[config.mk]
export PLATFORM = sky130hd
export DESIGN_NAME = sample_window
export DESIGN_NICKNAME = d
export VERILOG_FILES = /design/src/rtl/sample_window.sv
export SDC_FILE = /design/constraint.sdc
export NUM_CORES = 2
export LEC_CHECK = 0
export CAP_MARGIN = 20
export CORE_AREA = 4 4 445 447
export CTS_CLUSTER_DIAMETER = 60
export DETAILED_ROUTE_END_ITERATION = 7
export DIE_AREA = 0 0 449 451
export HOLD_SLACK_MARGIN = 0.15
export PLACE_DENSITY = 0.43
export SETUP_SLACK_MARGIN = 0.4
export SLEW_MARGIN = 40
export SYNTH_ARGS = -nofsm -noshare
export SYNTH_HDL_FRONTEND = slang
export SYNTH_SLANG_ARGS = --single-unit
export TNS_END_PERCENT = 1
[constraint.sdc]
create_clock -name i_clk -period 6.15 [get_ports i_clk]
set_input_delay 1.23 -clock i_clk [delete_from_list [all_inputs] [get_ports i_clk]]
set_output_delay 1.23 -clock i_clk [all_outputs]
set_load 0.01 [all_outputs]
[src/rtl/sample_window.sv]
// sample_window: streaming front end for the alu_mac dot-product stage.
//
// Samples arrive over a valid/ready handshake and shift into an N_TAPS-deep
// delay line that is presented to the MAC as a flattened bus. Each time a
// new window is ready the block pulses mac_clear to restart the MAC. It then
// waits for a fresh rising edge of mac_done and captures the 32-bit result.
//
// Ports:
//   i_clk        clock; all state updates on the rising edge
//   i_reset      synchronous active-low reset
//   i_in_data    input sample (DW bits)
//   i_in_valid   i_in_data valid
//   o_in_ready   block can accept a sample (high only while collecting)
//   i_flush      synchronous window clear; abandons any MAC run in flight
//   o_d          window; element k at [DW*k +: DW], k=0 is the newest sample
//   o_mac_clear  one-cycle pulse that restarts the MAC accumulation
//   i_mac_done   MAC completion flag (level)
//   i_mac_out    MAC accumulated result
//   o_res_data   last captured result
//   o_res_valid  one-cycle pulse, o_res_data is new
//   o_fill_cnt   valid samples in the window, saturating at N_TAPS
//   o_win_count  MAC launches since reset, wraps at 16 bits
module sample_window #(
    parameter int unsigned N_TAPS = 64,
    parameter int unsigned DW     = 16,
    parameter int unsigned HOP    = 1
) (
    input  logic                          i_clk,
    input  logic                          i_reset,
    input  logic [DW-1:0]                 i_in_data,
    input  logic                          i_in_valid,
    output logic                          o_in_ready,
    input  logic                          i_flush,
    output logic [N_TAPS*DW-1:0]          o_d,
    output logic                          o_mac_clear,
    input  logic                          i_mac_done,
    input  logic [31:0]                   i_mac_out,
    output logic [31:0]                   o_res_data,
    output logic                          o_res_valid,
    output logic [$clog2(N_TAPS+1)-1:0]   o_fill_cnt,
    output logic [15:0]                   o_win_count
);

    localparam int unsigned CW = $clog2(N_TAPS + 1);
    localparam logic [CW-1:0] FULL  = CW'(N_TAPS);
    localparam logic [CW-1:0] HOP_C = CW'(HOP);

    typedef enum logic [1:0] {
        StCollect,
        StStart,
        StBusy
    } state_e;

    state_e                r_state;
    logic [N_TAPS*DW-1:0]  r_d;
    logic [CW-1:0]         r_fill;
    logic [CW-1:0]         r_hop;
    logic [15:0]           r_win;
    logic [31:0]           r_res_data;
    logic                  r_res_valid;
    logic                  r_mac_done_q;

    state_e                w_state_d;
    logic [N_TAPS*DW-1:0]  w_d_d;
    logic [CW-1:0]         w_fill_d;
    logic [CW-1:0]         w_hop_d;
    logic [15:0]           w_win_d;
    logic [31:0]           w_res_data_d;
    logic                  w_res_valid_d;
    logic [CW-1:0]         w_fill_inc;
    logic [CW-1:0]         w_hop_inc;
    logic                  w_done_rise;

    assign w_fill_inc  = (r_fill == FULL) ? r_fill : r_fill + 1'b1;
    assign w_hop_inc   = r_hop + 1'b1;
    // Only a fresh rising edge counts, so a level left high by an earlier run
    // cannot end the current one.
    assign w_done_rise = i_mac_done & ~r_mac_done_q;

    always_comb begin
        w_state_d     = r_state;
        w_d_d         = r_d;
        w_fill_d      = r_fill;
        w_hop_d       = r_hop;
        w_win_d       = r_win;
        w_res_data_d  = r_res_data;
        w_res_valid_d = 1'b0;

        if (i_flush) begin
            // Flush wins over a simultaneous transfer; that sample is dropped.
            w_state_d = StCollect;
            w_d_d     = '0;
            w_fill_d  = '0;
            w_hop_d   = '0;
        end else begin
            unique case (r_state)
                StCollect: begin
                    if (i_in_valid) begin
                        w_d_d    = {r_d[N_TAPS*DW-DW-1:0], i_in_data};
                        w_fill_d = w_fill_inc;
                        w_hop_d  = w_hop_inc;
                        // Launch on the transfer that first fills the window,
                        // then once every HOP transfers while it stays full.
                        if ((w_fill_inc == FULL) &&
                            ((r_fill != FULL) || (w_hop_inc == HOP_C))) begin
                            w_hop_d   = '0;
                            w_state_d = StStart;
                        end
                    end
                end
                StStart: begin
                    w_win_d   = r_win + 16'd1;
                    w_state_d = StBusy;
                end
                StBusy: begin
                    if (w_done_rise) begin
                        w_res_data_d  = i_mac_out;
                        w_res_valid_d = 1'b1;
                        w_state_d     = StCollect;
                    end
                end
                default: begin
                    w_state_d = StCollect;
                end
            endcase
        end
    end

    always_ff @(posedge i_clk) begin
        if (!i_reset) begin
            r_state      <= StCollect;
            r_d          <= '0;
            r_fill       <= '0;
            r_hop        <= '0;
            r_win        <= '0;
            r_res_data   <= '0;
            r_res_valid  <= 1'b0;
            r_mac_done_q <= 1'b0;
        end else begin
            r_state      <= w_state_d;
            r_d          <= w_d_d;
            r_fill       <= w_fill_d;
            r_hop        <= w_hop_d;
            r_win        <= w_win_d;
            r_res_data   <= w_res_data_d;
            r_res_valid  <= w_res_valid_d;
            r_mac_done_q <= i_mac_done;
        end
    end

    assign o_in_ready  = (r_state == StCollect);
    assign o_mac_clear = (r_state == StStart);
    assign o_d         = r_d;
    assign o_fill_cnt  = r_fill;
    assign o_win_count = r_win;
    assign o_res_data  = r_res_data;
    assign o_res_valid = r_res_valid;

endmodule

==> impl_results.md <==
* Syn Area/Cell at 7.852 um2
* Yosys cell types at 38
* Post-DRT Antenna Nets at 0
* Worst vdd ir at 0.1835 mV
* P_leak at 17.21 nW
* RSZ-0062 raised after global routing: false
* Area growth from synthesis to layout at 50.60%
* Die ar. at roughly 200,000 um2
* Flops & latches, synth at approximately 1.1k
* Slew @ Worst Pin at 759.4 ps
* Hold Buf Count CTS at 0
* Final hold vios at 0
* First-pass GRT wire length at 263,000 um
* Die Wd at between 400 and 500 um
* Port Buffers at 1,134
* Avg WL per Cell at between 20 and 25 um
* Beginning of the critical path: r_state[1]
* Min-delay worst type: reg -> reg
* CP peak stage delay at around 720 ps
* Mapped Area at about 38,000 um2
* Outcome: complete, no violations
* Slowest cell on crit path: clkdlybuf4s50_1
* Post-synthesis compound-gate area fraction at 0.1466
* Die Y-Extent at 451 um
* Initial antenna violation count at 5
* Syn_nets at 4,835
* DRT Wirelength at 189,300 um
* Adder-cell area share of the yosys netlist at 0.001668
* Crit-path max FO at 5
* DP Area at about 52,000 um2
* Layout cell share with drive strength beyond 1 at 0.05472
* CP startpoint kind: register
* Pins Over Slew Limit at 0
* Critical Path RT at 4920 ps
* Setup TNS at 0 ps
* CTS tree: done
* Post-synthesis mux area share at 0.0008006
* TritonRoute pass-1 iters at 5
* Initial core utilization at 0.1932
* Maximum buffer depth of the clock tree at 3
* Post-synth top area cell: dfxtp_1
* CTS resizes at 0
* Max cap viols at 0
* Worst setup EP type: output port
* Floorplan row count at 162
* Max Clock Skew at 29.59 ps
* Skew-Pair Late Insertion Delay at 770 ps
* Hold Path Origin: o_d[518]
* Initial DRC count at 2,401
* Fillers at 20.92k
* Most common cell after layout, fill and taps aside: nand2_1
* Root buffer cell: clkbuf_16
* Post-synthesis sequential area ratio at 0.5818
* Synth area leaders: dfxtp_1 58%, nand2_1 21%, a21oi_1 14%
* Most frequent cells in the layout: 2,125 x nand2_1, 1,133 x clkdlybuf4s50_1, 1,090 x dfxtp_1
* Nets at about 6k
* Synth Area in XOR/XNOR at 0.005371
* Vias in the first global route at 34.31k
* Kind of critical path: reg -> out
* Clock buffer count from CTS at 149
* Crit Reg-Reg Startpoint: o_fill_cnt[0]
* Synth Area in Simple Gates at 0.2269
* CP Data Arrival Time at 2130 ps
* Max_slew headroom at 0.4937
* Drt drc at 0
* Core area at 194,200 um2
* Final hold slack at 448.5 ps
* Non-Filler Instances at 8,430
* Final setup vio count at 0
* Setup Buffers After CTS at 0
* Vias/cell at about 4.3
* CTS sink cnt at between 1k and 1.5k
* Worst-path clk slew at 50 ps
* Fmax at 298.0 MHz
* Yosys warns at 0
* Post-synth top area share at 0.5818
* Largest net degree at the start of global routing at 195
* H-tree depth at 4
* Post-layout instance area at roughly 56,000 um2
* Crit-path cells: nor2_1 > clkdlybuf4s50_1
* Post-detail-place hpwl at 142,600 um
* Largest family of logic cells by synthesized area: simple AND/OR/NAND/NOR gates
* Cells after synthesis at 4,777
* Pwr Density at 287.0 nW/um2
* Total gr overflow at 0
* Final worst path period share at 0.5456
* Ports at 1,135
* Total track usage at 0.1777
* Final Critical Period at 3355 ps
* Vias at 35.89k
* GP Congestion at 0.8459
* Inst Count DP at 8,161
==> sequential cells by signal, summed over array words and instances, names as in the netlist <==
register / cells
o_d: 1024
o_fill_cnt: 7
o_res_data: 32
o_res_valid: 1
o_win_count: 16
r_hop: 7
r_mac_done_q: 1
r_state: 2
==> final timing paths <==
kind | to | slack, ps | depth (start not counted)
worst max-delay path | o_in_ready | 2790 | 2
worst max register to register | r_state[0] | 3340 | 8
worst min-delay path | o_d[534] | 450 | 2
worst min register to register | o_d[534] | 450 | 2
==> synthesized netlist by cell type <==
| master | n |
|---|---|
| buf_1 | 25 |
| a211o_1 | 1 |
| xnor2_1 | 17 |
| ha_1 | 5 |
| nor3b_1 | 2 |
| o32ai_1 | 1 |
| nor3b_4 | 1 |
| nor2_1 | 15 |
| xor2_1 | 6 |
| a21oi_1 | 1027 |
| or3_1 | 7 |
| nand3_1 | 12 |
| o21ai_0 | 6 |
| and4_2 | 1 |
| buf_6 | 1 |
| clkbuf_1 | 330 |
| a21boi_0 | 35 |
| a21oi_2 | 1 |
| buf_2 | 3 |
| a311o_1 | 1 |
| nor4_1 | 2 |
| nand2b_1 | 3 |
| nor2b_1 | 4 |
| or4b_2 | 1 |
| or4b_4 | 1 |
| a31oi_1 | 2 |
| dfxtp_1 | 1090 |
| and3_1 | 5 |
| nor3_1 | 11 |
| a2111o_1 | 1 |
| o31ai_1 | 1 |
| and2_1 | 15 |
| nor3_4 | 1 |
| mux2i_1 | 3 |
| or2_2 | 2 |
| inv_1 | 6 |
| nand4_1 | 6 |
| nand2_1 | 2126 |
==> per-layer routing <==
layer,GRT usage,vias up,share of wire
li1,-,17384,-
met1,0.2079,17325,0.41
met2,0.3029,929,0.49
met3,0.05663,254,0.067
met4,0.06712,2,0.039
met5,0,-,0.000069
==> cell type report <==
cell class,instances,area (um2),area share
Multi-Input combinational cell,3322,14330,0.2537
Sequential cell,1090,21820,0.3863
Clock buffer,209,4339,0.07682
Clock inverter,56,593.1,0.01050
Timing Repair Buffer,1202,12190,0.2158
Antenna cell,3,7.507,0.0001329
Tap cell,2542,3181,0.05631
Inverter,6,22.52,0.0003987
==> report_power, final <==
part	switching [W]	total [W]	internal [W]	leakage, nW
clock network	0.00345	0.00865	0.00520	2.40
registers	0.00000576	0.00707	0.00707	8.78
logic	0.000385	0.000485	0.0000998	6.03
==> critical path, delay by kind of cell, from the launching register on <==
family,cells,cell delay [ps]
DFF,1,340
and+or+nand+nor,1,320
buffers and inverters,1,720
==> through the flow <==
step	worst slack, ps	utilization	total power (W)
global placement	2147	0.2650	0.007716
floorplan	3318	-	0.007511
finish	2795	0.2909	0.01621
CTS	2675	0.2907	0.01651
global route	2625	0.2909	0.01682
detailed placement	2116	0.2653	0.007720
==> cells by family after synthesis <==
kind of cell / after synthesis
AO/OA/AOI/OAI: 1076
multiplexers: 3
XOR/XNOR: 23
buffers and inverters: 365
AND/OR/NAND/NOR: 2215
flip-flops: 1090
adder cells (fa/ha/maj): 5
(Power assumes the default switching activity.)
